--- src/rtl/demod_pkg.sv ---
// ----------------------------------------------------------------------------
// demod_pkg : shared defaults, FSM state type and Gray slicer table
// Rev 1.0
// ----------------------------------------------------------------------------
`default_nettype none

package demod_pkg;

  localparam int c_sample_w_def = 8;
  localparam int c_acc_w_def    = 19;

  typedef enum logic [0:0] {
    IDLE = 1'b0,
    RUN  = 1'b1
  } state_t;

  // Indexed by amplitude level, most negative level first.
  localparam logic [1:0] c_gray_lut [4] = '{2'b00, 2'b01, 2'b11, 2'b10};

endpackage

`default_nettype wire

--- src/rtl/demod_slicer.sv ---
// ----------------------------------------------------------------------------
// demod_slicer : maps one signed integrated axis value to a 2-bit Gray code
// Rev 1.0
// ----------------------------------------------------------------------------
`default_nettype none

module demod_slicer
  import demod_pkg::*;
#(
  parameter int ACC_W  = c_acc_w_def,
  parameter int THRESH = 32768
) (
  input  logic [ACC_W-1:0] x_i,
  output logic [1:0]       code_o
);

  localparam logic signed [ACC_W-1:0] c_pos = ACC_W'(THRESH);
  localparam logic signed [ACC_W-1:0] c_neg = ACC_W'(-THRESH);

  logic signed [ACC_W-1:0] w_x;
  logic [1:0]              w_level;

  assign w_x = x_i;

  always_comb begin
    w_level = 2'd3;
    if (w_x < c_neg) begin
      w_level = 2'd0;
    end else if (w_x[ACC_W-1]) begin
      w_level = 2'd1;
    end else if (w_x < c_pos) begin
      w_level = 2'd2;
    end
  end

  assign code_o = c_gray_lut[w_level];

endmodule

`default_nettype wire

--- src/rtl/demod_integrate_dump.sv ---
// ----------------------------------------------------------------------------
// demod_integrate_dump : I/Q mix, integrate-and-dump per symbol, 16QAM slice
// Rev 1.0
// ----------------------------------------------------------------------------
`default_nettype none

module demod_integrate_dump
  import demod_pkg::*;
#(
  parameter int SAMPLE_W = c_sample_w_def,
  parameter int SYM_LEN  = 8,
  parameter int ACC_W    = c_acc_w_def,
  parameter int THRESH   = 32768
) (
  input  logic                clk,
  input  logic                rst,
  input  logic                in_valid,
  input  logic [SAMPLE_W-1:0] sample,
  input  logic [SAMPLE_W-1:0] cos,
  input  logic [SAMPLE_W-1:0] sin,
  input  logic                sym_start,
  output logic                out_valid,
  output logic [ACC_W-1:0]    i_sum,
  output logic [ACC_W-1:0]    q_sum,
  output logic [3:0]          symbol
);

  localparam int                 c_cnt_w    = $clog2(SYM_LEN);
  localparam int                 c_prod_w   = 2 * SAMPLE_W;
  localparam logic [c_cnt_w-1:0] c_last_idx = c_cnt_w'(SYM_LEN - 1);

  state_t             state_q, state_d;
  logic [c_cnt_w-1:0] cnt_q, cnt_d;
  logic [c_cnt_w-1:0] w_idx;
  logic               w_accept;

  // Capture stage: the edge that accepts a sample also fixes its index.
  logic                       s0_valid_q, s0_first_q, s0_last_q;
  logic signed [SAMPLE_W-1:0] s0_sample_q, s0_cos_q, s0_sin_q;

  logic                       s1_valid_q, s1_first_q, s1_last_q;
  logic signed [c_prod_w-1:0] p_i_q, p_q_q;

  logic [ACC_W-1:0] acc_i_q, acc_q_q;
  logic [ACC_W-1:0] i_sum_q, q_sum_q;
  logic             s2_dump_q;

  logic       out_valid_q;
  logic [3:0] symbol_q;

  logic [ACC_W-1:0] w_pi_ext, w_pq_ext, w_sum_i, w_sum_q;
  logic [1:0]       w_code_i, w_code_q;

  always_ff @(posedge clk) begin
    if (rst) begin
      state_q <= IDLE;
      cnt_q   <= '0;
    end else begin
      state_q <= state_d;
      cnt_q   <= cnt_d;
    end
  end

  always_comb begin
    state_d  = state_q;
    cnt_d    = cnt_q;
    w_accept = 1'b0;
    w_idx    = cnt_q;
    case (state_q)
      IDLE: begin
        if (in_valid && sym_start) begin
          state_d  = RUN;
          w_accept = 1'b1;
          w_idx    = '0;
          cnt_d    = c_cnt_w'(1);
        end
      end
      RUN: begin
        if (in_valid) begin
          w_accept = 1'b1;
          // A start at a nonzero index restarts the symbol; the partial sum is
          // overwritten by the fresh index-0 load and never reaches a dump.
          if (sym_start) begin
            w_idx = '0;
          end
          cnt_d = w_idx + c_cnt_w'(1);
        end
      end
      default: state_d = IDLE;
    endcase
  end

  assign w_pi_ext = {{(ACC_W - c_prod_w){p_i_q[c_prod_w-1]}}, p_i_q};
  assign w_pq_ext = {{(ACC_W - c_prod_w){p_q_q[c_prod_w-1]}}, p_q_q};
  assign w_sum_i  = acc_i_q + w_pi_ext;
  assign w_sum_q  = acc_q_q + w_pq_ext;

  always_ff @(posedge clk) begin
    if (rst) begin
      s0_valid_q  <= 1'b0;
      s0_first_q  <= 1'b0;
      s0_last_q   <= 1'b0;
      s0_sample_q <= '0;
      s0_cos_q    <= '0;
      s0_sin_q    <= '0;
      s1_valid_q  <= 1'b0;
      s1_first_q  <= 1'b0;
      s1_last_q   <= 1'b0;
      p_i_q       <= '0;
      p_q_q       <= '0;
      acc_i_q     <= '0;
      acc_q_q     <= '0;
      i_sum_q     <= '0;
      q_sum_q     <= '0;
      s2_dump_q   <= 1'b0;
      out_valid_q <= 1'b0;
      symbol_q    <= '0;
    end else begin
      s0_valid_q <= w_accept;
      if (w_accept) begin
        s0_first_q  <= (w_idx == '0);
        s0_last_q   <= (w_idx == c_last_idx);
        s0_sample_q <= sample;
        s0_cos_q    <= cos;
        s0_sin_q    <= sin;
      end

      s1_valid_q <= s0_valid_q;
      if (s0_valid_q) begin
        s1_first_q <= s0_first_q;
        s1_last_q  <= s0_last_q;
        p_i_q      <= s0_sample_q * s0_cos_q;
        p_q_q      <= s0_sample_q * s0_sin_q;
      end

      s2_dump_q <= s1_valid_q && s1_last_q;
      if (s1_valid_q) begin
        if (s1_last_q) begin
          i_sum_q <= w_sum_i;
          q_sum_q <= w_sum_q;
          acc_i_q <= '0;
          acc_q_q <= '0;
        end else if (s1_first_q) begin
          acc_i_q <= w_pi_ext;
          acc_q_q <= w_pq_ext;
        end else begin
          acc_i_q <= w_sum_i;
          acc_q_q <= w_sum_q;
        end
      end

      out_valid_q <= s2_dump_q;
      if (s2_dump_q) begin
        symbol_q <= {w_code_i, w_code_q};
      end
    end
  end

  demod_slicer #(
    .ACC_W  (ACC_W),
    .THRESH (THRESH)
  ) u_slice_i (
    .x_i    (i_sum_q),
    .code_o (w_code_i)
  );

  demod_slicer #(
    .ACC_W  (ACC_W),
    .THRESH (THRESH)
  ) u_slice_q (
    .x_i    (q_sum_q),
    .code_o (w_code_q)
  );

  assign out_valid = out_valid_q;
  assign i_sum     = i_sum_q;
  assign q_sum     = q_sum_q;
  assign symbol    = symbol_q;

endmodule

`default_nettype wire

--- config.mk ---
export PLATFORM = sky130hd
export DESIGN_NAME = demod_integrate_dump
export DESIGN_NICKNAME = d
export VERILOG_FILES = /design/src/rtl/demod_pkg.sv /design/src/rtl/demod_slicer.sv /design/src/rtl/demod_integrate_dump.sv
export SDC_FILE = /design/constraint.sdc
export NUM_CORES = 1
export LEC_CHECK = 0
export ABC_CLOCK_PERIOD_IN_PS = 8200
export CAP_MARGIN = 25
export CORE_ASPECT_RATIO = 1.4
export CORE_MARGIN = 2
export CORE_UTILIZATION = 44
export CTS_CLUSTER_SIZE = 20
export DETAILED_ROUTE_END_ITERATION = 8
export DONT_BUFFER_PORTS = 1
export PLACE_DENSITY = 0.67
export SYNTH_ARGS = -nofsm -noshare
export SYNTH_HDL_FRONTEND = slang
export SYNTH_HIERARCHICAL = 1
export SYNTH_SLANG_ARGS = --single-unit
export TNS_END_PERCENT = 30
--- constraint.sdc ---
create_clock -name clk -period 8.2 [get_ports clk]
set_input_delay 1.64 -clock clk [delete_from_list [all_inputs] [get_ports clk]]
set_output_delay 1.64 -clock clk [all_outputs]
set_load 0.005 [all_outputs]
Word level (Yosys, flattened, before mapping). Cells that the tools add are included.

Register bits after elaboration: 148. Latch bits: 0. RAM bits: 0. ROM bits: 0. Input bits: 28. Output and inout port bits: 43. Word-level logic and storage cells: 71. Memories kept: 0.

Add/sub/neg operators: 3. Multiply operators: 2. Divide/modulo/power cells: 0. Order comparisons: 6. Equal/unequal tests: 3. Shifts and indexed selects: 0. Mux-type cells: 29. Bitwise gates (word level): 3. Reductions and logical operators: 5.

Operator list (number): 19-bit two-way mux (4); 19-bit adder (2); 19-bit by 16-bit < comparator with 1-bit output (second input constant) (2); 19-bit by 17-bit < comparator with 1-bit output (second input constant) (2); 8-bit by 8-bit multiplier with 16-bit output (2); 3-bit two-way mux (7); 2-bit two-way mux (8); 3-bit case mux with 2 select lines (2); 2-bit binary-select mux with 2-bit select (2); 3-bit greater-or-equal comparator (second input constant) (2); 2-bit inverter with 3-bit output (2); 1-bit two-way mux (5); 2-bit inequality test (second input constant) (2); 2-bit AND reduction (2); 3-bit by 1-bit adder with 3-bit output (second input constant) (1); 3-bit equality test (second input constant) (1); 3-bit logical NOT (1); 1-bit logical AND (2); 1-bit case mux with 2 select lines (1); 1-bit inverter (1).

Logic depth before layout (Yosys ltp). Gate-level depths: netlist of run 1.

Depth in word-level cells: 8. Depth in mapped cells: 19.

By module. The synthesis of run 1 kept the hierarchy.

By module, submodules not included: demod_integrate_dump (instances 1, cells an instance 1417, area each 12094.1 um2, sequential area each 2962.8 um2); demod_slicer (instances 2, cells an instance 6, area each 41.3 um2, sequential area each 0.0 um2).

Least setup slack after synthesis of run 1. No wires, ideal clock.

Kind: register -> register. Start: reg s0_sample_q[1]. End: reg p_q_q[14]. Data arrival time: 4485 ps. Data required time: 8073 ps. Slack: 3588 ps. Cell stages (with the launch flop): 18. Clock period less this slack: 4612 ps. Cell sequence: dfxtp_1 -> clkbuf_1 -> nand2_1 -> fa_1 -> fa_1 -> inv_1 -> fa_1 -> inv_1 -> fa_1 -> inv_1 -> ha_1 -> o21ai_0 -> a21oi_1 -> o21ai_0 -> a21boi_0 -> o2111ai_1 -> and3_1 -> or3_1.

Word-level cells in the longest chain between the ends: 1.

RTL lines: from (decl) (RTL line demod_integrate_dump.sv:39) `logic signed [SAMPLE_W-1:0] s0_sample_q, s0_cos_q, s0_sin_q;`; from (signal assigned) (RTL line demod_integrate_dump.sv:123) `s0_sample_q <= sample;`; 8-bit by 8-bit multiplier with 16-bit output (RTL line demod_integrate_dump.sv:133) `p_q_q <= s0_sample_q * s0_sin_q;`; to (signal assigned) (RTL line demod_integrate_dump.sv:133); to (decl) (RTL line demod_integrate_dump.sv:42) `logic signed [c_prod_w-1:0] p_i_q, p_q_q;`.

Every way passes these cells. A chain may end at the register's enable or synchronous reset.

Worst setup path in the final report of run 1. Same ends and word-level chain as after synthesis.

==> impl_metrics.prom, run 1 <==
# TYPE chip_impl_metric gauge
chip_impl_metric{name="hold_viol_final",unit=""} 0
chip_impl_metric{name="whs_path_depth",unit=""} 2
chip_impl_metric{name="finalCritPeriodShare",unit="%"} 59.8
chip_impl_metric{name="detailedRoute.firstIterationViolations",unit=""} 493
chip_impl_metric{name="fill_cells",unit=""} 2709
chip_impl_metric{name="synth_largest_type_area_fraction",unit="%"} 24.3
chip_impl_info{name="r2r_end",value="p_q_q[14]"} 1
chip_impl_metric{name="clk-insertion-delay-late",unit="ps"} 430
chip_impl_metric{name="cp.buffers_inverters",unit=""} 3
chip_impl_info{name="synth-main-ff-cell",value="sky130_fd_sc_hd__dfxtp_1"} 1
chip_impl_info{name="critPathCapture",value="p_q_q[14]"} 1
chip_impl_metric{name="cts_hold_buf",unit=""} 0
chip_impl_metric{name="routed_wl",unit="um"} 26800
chip_impl_metric{name="worst_hold_slack",unit="ps"} 471
chip_impl_metric{name="die_width",unit="um"} 145
chip_impl_metric{name="static-leakage-power",unit="nW"} 5.66
chip_impl_metric{name="synth-seq-area-share",unit="%"} 24.3
chip_impl_info{name="setup.worst_path.end_class",value="register"} 1
chip_impl_metric{name="routed_wire_length_per_instance",unit="um"} 15.1
chip_impl_metric{name="route.detailed.vias_per_inst",unit=""} 5.25
chip_impl_metric{name="floorplan.initialDensity",unit="%"} 44.5
chip_impl_metric{name="multi_input_area",unit="sq um"} 8300
chip_impl_metric{name="totalNegativeSetupSlack",unit="ps"} 0
chip_impl_info{name="post-synth-top-count-cell",value="sky130_fd_sc_hd__inv_1"} 1
chip_impl_metric{name="core_area",unit="sq um"} 27400
chip_impl_info{name="ys_top_cells_by_count",value="182 x sky130_fd_sc_hd__inv_1, 154 x sky130_fd_sc_hd__nand2_1, 148 x sky130_fd_sc_hd__dfxtp_1"} 1
chip_impl_metric{name="synth_area_per_cell",unit="sq um"} 8.52
chip_impl_metric{name="yosys_warnings",unit=""} 6
chip_impl_metric{name="clkSlewWorstSetupHoldPaths",unit="ps"} 70
chip_impl_metric{name="synthesis.nets",unit=""} 1666
chip_impl_metric{name="finClkSkew",unit="ps"} 13.8
chip_impl_metric{name="fin_total_pwr",unit="mW"} 1.70
chip_impl_metric{name="ff2ff_path_depth",unit=""} 16
chip_impl_metric{name="crit_path_max_fanout",unit=""} 17
chip_impl_metric{name="worst_slew_pin_slew",unit="ps"} 965
chip_impl_metric{name="met2_wirelength",unit="um"} 13300
chip_impl_info{name="timing.critical_path.from_type",value="register"} 1
chip_impl_metric{name="diodes",unit=""} 0
chip_impl_metric{name="dr_total_vias",unit=""} 9312
chip_impl_info{name="top_cells_by_area_in_the_synthesized_netlist",value="sky130_fd_sc_hd__dfxtp_1 24%, sky130_fd_sc_hd__fa_1 18%, sky130_fd_sc_hd__ha_1 10%"} 1
chip_impl_info{name="path_cells",value="nand2_1 > fa_1 > fa_1 > inv_1 > fa_1 > inv_1 > fa_1 > inv_1 > ha_1 > o21ai_0 > a21oi_1 > o21ai_0 > a21boi_0 > o2111ai_1 > and3_1 > or3_1"} 1
chip_impl_metric{name="cts_resized",unit=""} 0
chip_impl_metric{name="antenna_found_initial",unit=""} 0
chip_impl_info{name="cts_root_buf",value="sky130_fd_sc_hd__clkbuf_16"} 1
chip_impl_info{name="outcome",value="finished, final reports clean"} 1
chip_impl_metric{name="r2r_slack",unit="ps"} 3290
chip_impl_metric{name="cts_post_setup_buffers_inserted",unit=""} 0
chip_impl_metric{name="portBuffers",unit=""} 0
chip_impl_metric{name="routed_met3_length",unit="um"} 880
chip_impl_metric{name="cp.arrival",unit="ps"} 5220
chip_impl_metric{name="grt_start_max_net_pins",unit=""} 133
chip_impl_metric{name="synthesis.area",unit="sq um"} 12200
chip_impl_metric{name="clk_path_buf_depth",unit=""} 2
chip_impl_metric{name="first_global_vias",unit=""} 9382
chip_impl_info{name="holdCritPathClass",value="reg -> reg"} 1
chip_impl_metric{name="remaining_drc_errors",unit=""} 0
chip_impl_metric{name="cts_made_buffers",unit=""} 17
chip_impl_metric{name="maxSlewViolCount",unit=""} 0
chip_impl_info{name="critical_path.top_delay_family",value="adder cells"} 1
chip_impl_metric{name="synth_edf_count",unit=""} 0
chip_impl_metric{name="routed_met1_length",unit="um"} 12000
chip_impl_metric{name="tritoncts_num_sinks",unit=""} 148
chip_impl_metric{name="final.min_clock_period",unit="ps"} 4910
chip_impl_metric{name="postRouteAntennaNets",unit=""} 0
chip_impl_metric{name="maxCapViolCount",unit=""} 0
chip_impl_metric{name="first_pass_grt_wire_length",unit="um"} 45200
chip_impl_metric{name="cpPeakStageDelay",unit="ps"} 650
chip_impl_metric{name="htree_num_levels",unit=""} 4
chip_impl_metric{name="fraction_of_layout_instances_using_a_drive_strength_above_1",unit="%"} 3.63
chip_impl_metric{name="ys_async_sr_fraction",unit="%"} 0
chip_impl_metric{name="maxClockFrequency",unit="MHz"} 204
chip_impl_info{name="critPathMostFrequentCell",value="sky130_fd_sc_hd__fa_1"} 1
chip_impl_metric{name="register_area",unit="sq um"} 2960
chip_impl_metric{name="firstDrtPassIters",unit=""} 5
chip_impl_metric{name="post_synth_num_cell_types",unit=""} 59
chip_impl_info{name="cts_tree",value="done"} 1
chip_impl_metric{name="synthToLayoutAreaGrowth",unit="%"} 6.91
chip_impl_info{name="critical_path_start",value="s0_sample_q[1]"} 1
chip_impl_metric{name="vdd.ir_drop.worst",unit="mV"} 0.156
chip_impl_info{name="cpMaxStageDelayCell",value="sky130_fd_sc_hd__dfxtp_1"} 1
chip_impl_metric{name="synth-seq-cells",unit=""} 148
chip_impl_metric{name="std_cell_rows",unit=""} 72
chip_impl_info{name="worstReg2RegStart",value="s0_sample_q[1]"} 1
chip_impl_metric{name="die_h",unit="um"} 201
chip_impl_metric{name="globalRoute.totalOverflow",unit=""} 0
chip_impl_metric{name="crit_cells",unit=""} 16
chip_impl_metric{name="place_congestion",unit=""} 0.854
chip_impl_info{name="top_layer_used",value="met4"} 1
chip_impl_metric{name="post_synth_inst_count",unit=""} 1429
chip_impl_info{name="synth.largest_area_cell",value="sky130_fd_sc_hd__dfxtp_1"} 1
chip_impl_metric{name="design.final.nets",unit=""} 1630
chip_impl_metric{name="timing.final.setup_violations",unit=""} 0
chip_impl_info{name="rsz0062_at_grt",value="false"} 1
chip_impl_metric{name="i_o_pin_count",unit=""} 71
chip_impl_metric{name="timing.critical_path.required",unit="ps"} 8510
chip_impl_metric{name="gr-usage-all-layers",unit="%"} 19.4
chip_impl_metric{name="power_per_unit_of_standard_cell_area",unit="nW/um^2"} 130
chip_impl_metric{name="timing.slew.headroom",unit="%"} 35.5
chip_impl_info{name="critPathKind",value="reg -> reg"} 1
chip_impl_metric{name="post-route-util",unit="%"} 47.5
chip_impl_metric{name="dp_hpwl",unit="um"} 20200
chip_impl_metric{name="full_die_area",unit="sq um"} 29000
## tightest hold or removal path: stages, from the launching register on
cell	delay, ps
sky130_fd_sc_hd__dfxtp_1	330
sky130_fd_sc_hd__nand2_1	50
sky130_fd_sc_hd__o21ai_0	60
## worst min path at each step
| stage | start | endpoint | slack [ps] |
|---|---|---|---|
| finish | acc_i_q[14] | acc_i_q[14] | 470 |
| CTS | acc_i_q[15] | acc_i_q[15] | 470 |
| detailed placement | acc_i_q[15] | acc_i_q[15] | 460 |
| global placement | acc_i_q[9] | acc_i_q[9] | 440 |
| floorplan | acc_i_q[14] | acc_i_q[14] | 430 |
| global route | q_sum[10] | q_sum[10] | 500 |
## placed cells by master (no fill, tap or decap), types with 4 or more instances in the layout
cell	instances
sky130_fd_sc_hd__nor4_1	7
sky130_fd_sc_hd__mux2i_1	35
sky130_fd_sc_hd__nor2_1	106
sky130_fd_sc_hd__o21ai_0	50
sky130_fd_sc_hd__nor3b_1	5
sky130_fd_sc_hd__a211oi_1	18
sky130_fd_sc_hd__nor2b_1	29
sky130_fd_sc_hd__a21oi_1	103
sky130_fd_sc_hd__nand4_1	6
sky130_fd_sc_hd__a31oi_1	10
sky130_fd_sc_hd__o21ai_1	4
sky130_fd_sc_hd__nor3_1	19
sky130_fd_sc_hd__nand3_1	16
sky130_fd_sc_hd__clkbuf_16	17
sky130_fd_sc_hd__o21a_1	14
sky130_fd_sc_hd__mux2_2	5
sky130_fd_sc_hd__fa_1	112
sky130_fd_sc_hd__dfxtp_1	148
sky130_fd_sc_hd__inv_1	182
sky130_fd_sc_hd__xnor2_1	37
sky130_fd_sc_hd__a32oi_1	8
sky130_fd_sc_hd__o21bai_1	8
sky130_fd_sc_hd__xor2_1	20
sky130_fd_sc_hd__buf_4	4
sky130_fd_sc_hd__a21o_1	9
sky130_fd_sc_hd__a22oi_1	8
sky130_fd_sc_hd__ha_1	97
sky130_fd_sc_hd__nand2_1	153
sky130_fd_sc_hd__and2_1	91
sky130_fd_sc_hd__and3_1	8
sky130_fd_sc_hd__nand2b_1	7
sky130_fd_sc_hd__nand3b_1	4
sky130_fd_sc_hd__o31ai_1	6
## metal layers
| metal | track usage, % | vias up |
|---|---|---|
| met1 | 24.3 | 4450 |
| li1 | - | 4636 |
| met3 | 2.60 | 45 |
| met4 | 6.52 | 0 |
| met2 | 33.9 | 181 |
| met5 | 0 | - |
## cell families (layout without fill, tap and decap cells)
group / count (synthesis) / in the layout / synth area share (%)
simple gates: 460 / 460 / 18.1
flops: 148 / 148 / 24.3
mux: 40 / 40 / 3.34
fa+ha+maj: 209 / 209 / 28.4
compound gates: 271 / 271 / 14.2
xor+xnor: 57 / 57 / 4.10
buf+inv: 244 / 219 / 7.53
## cell type report
type | count | share of cell area, %
Clock buffer | 19 | 3.40
Clock inverter | 11 | 0.817
Inverter | 183 | 5.28
Multi-Input combinational cell | 1037 | 63.8
Sequential cell | 148 | 22.8
Tap cell | 370 | 3.56
Timing Repair Buffer | 6 | 0.433
## through the flow
| stage | worst slack (ps) | cells | cell area [sq um] |
|---|---|---|---|
| CTS | 3280 | 1774 | 13000 |
| global placement | 3390 | 1742 | 12400 |
| finish | 3290 | 1774 | 13000 |
| floorplan | 3590 | 1429 | 12200 |
| detailed placement | 3300 | 1744 | 12500 |
| global route | 2960 | 1774 | 13000 |
## report_power, final
group	switching [mW]	leakage [nW]	internal [mW]
Combinational	0.111	4.20	0.0780
Clock	0.325	0.262	0.424
Sequential	0.0279	1.20	0.732
Total	0.464	5.66	1.23
## sequential cells by signal, summed over array words and instances (netlist names), 16 cells and up
signal,cells
p_q_q,16
q_sum,19
acc_i_q,19
i_sum,19
p_i_q,16
acc_q_q,19
Note: power is estimated with default switching activity, not from simulation.
==> run 2: changes to the inputs <==
--- a/config.mk
+++ b/config.mk
@@ -5,7 +5,7 @@
 export SDC_FILE = /design/constraint.sdc
 export NUM_CORES = 1
 export LEC_CHECK = 0
-export ABC_CLOCK_PERIOD_IN_PS = 8200
+export ABC_CLOCK_PERIOD_IN_PS = 4250
 export CAP_MARGIN = 25
 export CORE_ASPECT_RATIO = 1.4
 export CORE_MARGIN = 2
@@ -13,7 +13,7 @@
 export CTS_CLUSTER_SIZE = 20
 export DETAILED_ROUTE_END_ITERATION = 8
 export DONT_BUFFER_PORTS = 1
-export PLACE_DENSITY = 0.67
+export PLACE_DENSITY = 0.69
 export SYNTH_ARGS = -nofsm -noshare
 export SYNTH_HDL_FRONTEND = slang
 export SYNTH_HIERARCHICAL = 1
==> constraint.sdc (replaced) <==
create_clock -name clk -period 4.25 [get_ports clk]
set_input_delay 0.85 -clock clk [delete_from_list [all_inputs] [get_ports clk]]
set_output_delay 0.85 -clock clk [all_outputs]
set_load 0.005 [all_outputs]
==> impl_metrics.prom, run 2 (synthesized netlist as in run 1, its figures left out) <==
# TYPE chip_impl_metric gauge
chip_impl_metric{name="final.min_clock_period",unit="ps"} 4290
chip_impl_metric{name="first_global_vias",unit=""} 9463
chip_impl_metric{name="multi_input_area",unit="sq um"} 8520
chip_impl_info{name="timing.critical_path.from_type",value="register"} 1
chip_impl_metric{name="whs_path_depth",unit=""} 2
chip_impl_metric{name="timing.critical_path.required",unit="ps"} 4560
chip_impl_info{name="holdCritPathClass",value="reg -> reg"} 1
chip_impl_metric{name="totalNegativeSetupSlack",unit="ps"} -41.1
chip_impl_metric{name="cts_hold_buf",unit=""} 0
chip_impl_metric{name="fill_cells",unit=""} 2598
chip_impl_metric{name="dr_total_vias",unit=""} 9624
chip_impl_metric{name="finClkSkew",unit="ps"} 9.73
chip_impl_metric{name="remaining_drc_errors",unit=""} 0
chip_impl_metric{name="core_area",unit="sq um"} 27400
chip_impl_metric{name="worst_slew_pin_slew",unit="ps"} 926
chip_impl_info{name="rsz0062_at_grt",value="true"} 1
chip_impl_metric{name="grt_start_max_net_pins",unit=""} 133
chip_impl_metric{name="route.detailed.vias_per_inst",unit=""} 5.21
chip_impl_metric{name="clkSlewWorstSetupHoldPaths",unit="ps"} 70
chip_impl_info{name="critPathKind",value="reg -> reg"} 1
chip_impl_metric{name="routed_wire_length_per_instance",unit="um"} 14.7
chip_impl_info{name="cts_root_buf",value="sky130_fd_sc_hd__clkbuf_16"} 1
chip_impl_metric{name="register_area",unit="sq um"} 3000
chip_impl_metric{name="postRouteAntennaNets",unit=""} 0
chip_impl_metric{name="r2r_slack",unit="ps"} -40
chip_impl_metric{name="power_per_unit_of_standard_cell_area",unit="nW/um^2"} 244
chip_impl_metric{name="post-route-util",unit="%"} 50.5
chip_impl_metric{name="place.detailed.instances",unit=""} 1814
chip_impl_metric{name="routed_wl",unit="um"} 27100
chip_impl_metric{name="hold_viol_final",unit=""} 0
chip_impl_metric{name="i_o_pin_count",unit=""} 71
chip_impl_metric{name="firstDrtPassIters",unit=""} 5
chip_impl_metric{name="cp.arrival",unit="ps"} 4610
chip_impl_metric{name="static-leakage-power",unit="nW"} 6.05
chip_impl_metric{name="dp_hpwl",unit="um"} 20600
chip_impl_metric{name="tritoncts_num_sinks",unit=""} 148
chip_impl_metric{name="first_pass_grt_wire_length",unit="um"} 45200
chip_impl_metric{name="fin_total_pwr",unit="mW"} 3.37
chip_impl_metric{name="clk_path_buf_depth",unit=""} 2
chip_impl_info{name="hold_start",value="acc_q_q[10]"} 1
chip_impl_info{name="final_cell_mix",value="174 x sky130_fd_sc_hd__inv_1, 152 x sky130_fd_sc_hd__nand2_1, 130 x sky130_fd_sc_hd__dfxtp_1, 107 x sky130_fd_sc_hd__fa_1, 106 x sky130_fd_sc_hd__nor2_1"} 1
chip_impl_metric{name="synthToLayoutAreaGrowth",unit="%"} 13.6
chip_impl_metric{name="diodes",unit=""} 0
chip_impl_metric{name="fin_cells",unit=""} 1848
chip_impl_metric{name="detailedRoute.firstIterationViolations",unit=""} 453
chip_impl_metric{name="die_width",unit="um"} 145
chip_impl_metric{name="vdd.ir_drop.worst",unit="mV"} 0.285
chip_impl_info{name="r2r_end",value="p_q_q[14]"} 1
chip_impl_metric{name="crit_path_max_fanout",unit=""} 7
chip_impl_info{name="setup.worst_path.end_class",value="register"} 1
chip_impl_metric{name="gr-usage-all-layers",unit="%"} 19.2
chip_impl_metric{name="maxCapViolCount",unit=""} 0
chip_impl_metric{name="globalRoute.totalOverflow",unit=""} 0
chip_impl_metric{name="floorplan.initialDensity",unit="%"} 44.5
chip_impl_info{name="critical_path_start",value="s0_sample_q[3]"} 1
chip_impl_metric{name="setup_slack",unit="ps"} -41.1
chip_impl_metric{name="timing.slew.headroom",unit="%"} 38.0
chip_impl_metric{name="fraction_of_layout_instances_using_a_drive_strength_above_1",unit="%"} 13.1
chip_impl_info{name="outcome",value="finished, violations left"} 1
chip_impl_metric{name="design.final.nets",unit=""} 1702
chip_impl_metric{name="std_cell_rows",unit=""} 72
chip_impl_metric{name="clk-insertion-delay-late",unit="ps"} 430
chip_impl_info{name="worstReg2RegStart",value="s0_sample_q[3]"} 1
chip_impl_info{name="violated_checks",value="negative setup slack"} 1
chip_impl_info{name="most_common_cell_after_layout_fill_and_taps_aside",value="sky130_fd_sc_hd__inv_1"} 1
chip_impl_metric{name="timing.final.setup_violations",unit=""} 1
chip_impl_metric{name="place_congestion",unit=""} 0.846
chip_impl_metric{name="ff2ff_path_depth",unit=""} 17
chip_impl_metric{name="maxSlewViolCount",unit=""} 0
chip_impl_metric{name="finalCritPeriodShare",unit="%"} 101
chip_impl_metric{name="portBuffers",unit=""} 0
chip_impl_metric{name="antenna_found_initial",unit=""} 0
chip_impl_metric{name="full_die_area",unit="sq um"} 29000
chip_impl_metric{name="maxClockFrequency",unit="MHz"} 233
chip_impl_info{name="hold_path_end",value="acc_q_q[10]"} 1
chip_impl_metric{name="die_h",unit="um"} 201
chip_impl_info{name="cts_tree",value="done"} 1
chip_impl_metric{name="cts_made_buffers",unit=""} 17
chip_impl_metric{name="htree_num_levels",unit=""} 4
==> run 2: through the flow <==
step	hold WS, ps	instance area, sq um	worst slack [ps]
6_report	467	13800	-41.1
5_1_grt	490	13800	-203
4_1_cts	468	13700	-59.6
3_5_place_dp	453	13000	-139
3_3_place_gp	444	13000	-80.0
2_1_floorplan	429	12300	-34.8
==> run 2: metal layers <==
| layer | global-route usage [%] | wire [um] | part of all wire, % | vias to the layer above |
|---|---|---|---|---|
| met2 | 33.4 | 13400 | 49 | 190 |
| met1 | 24.7 | 12200 | 45 | 4606 |
| li1 | - | - | - | 4787 |
| met4 | 5.55 | 515 | 1.9 | 0 |
| met5 | 0 | 0 | 0 | - |
| met3 | 2.41 | 969 | 3.6 | 41 |
==> run 2: worst max-delay path by stage <==
| stage | end | slack, ps |
|---|---|---|
| 4_1_cts | p_i_q[15] | -60 |
| 2_1_floorplan | p_q_q[14] | -30 |
| 5_1_grt | p_q_q[15] | -200 |
| 6_report | p_q_q[14] | -40 |
| 3_5_place_dp | p_q_q[14] | -140 |
| 3_3_place_gp | p_q_q[15] | -80 |
==> run 2: critical path, cell delays in order, from the launching register on <==
cell and delay [ps]:
sky130_fd_sc_hd__dfxtp_4 370, sky130_fd_sc_hd__and2_4 160, sky130_fd_sc_hd__fa_1 520, sky130_fd_sc_hd__inv_1 50
sky130_fd_sc_hd__fa_1 490, sky130_fd_sc_hd__inv_2 40, sky130_fd_sc_hd__fa_1 540, sky130_fd_sc_hd__inv_1 50
sky130_fd_sc_hd__fa_1 490, sky130_fd_sc_hd__inv_2 50, sky130_fd_sc_hd__ha_4 270, sky130_fd_sc_hd__o21ai_2 70
sky130_fd_sc_hd__a21oi_2 170, sky130_fd_sc_hd__o21ai_2 80, sky130_fd_sc_hd__a21boi_2 160, sky130_fd_sc_hd__o2111ai_2 150
sky130_fd_sc_hd__and3_1 160, sky130_fd_sc_hd__or3_1 350
==> run 2: report_power, final <==
part           internal (mW)  switching (mW)  total, mW
combinational          0.208           0.251      0.459
clock                  0.806           0.654       1.46
sequential              1.41          0.0395       1.45
==> run 2: cell type report <==
class | count | area share [%]
sequential | 148 | 21.7
clock inverter | 11 | 0.660
clock buffer | 21 | 3.40
multi-input combinational | 1037 | 61.6
inverter | 183 | 4.97
timing repair buffer | 78 | 4.34
tap | 370 | 3.35
==> run 2: repair_timing <==
action | in CTS | in global routing
setup endpoints to repair | 8 | 12
setup buffers | 2 | 0
gates resized for setup | 24 | 52
gates cloned | 0 | 0
pin swaps | 11 | 19
==> run 3: changes to the inputs <==
--- a/config.mk
+++ b/config.mk
@@ -13,6 +13,7 @@
 export CTS_CLUSTER_SIZE = 20
 export DETAILED_ROUTE_END_ITERATION = 8
 export DONT_BUFFER_PORTS = 1
+export HOLD_SLACK_MARGIN = 0.02
 export PLACE_DENSITY = 0.69
 export SYNTH_ARGS = -nofsm -noshare
 export SYNTH_HDL_FRONTEND = slang
==> results of run 3 <==
Same layout as run 2: the final DEF is identical, and so are final timing and power.
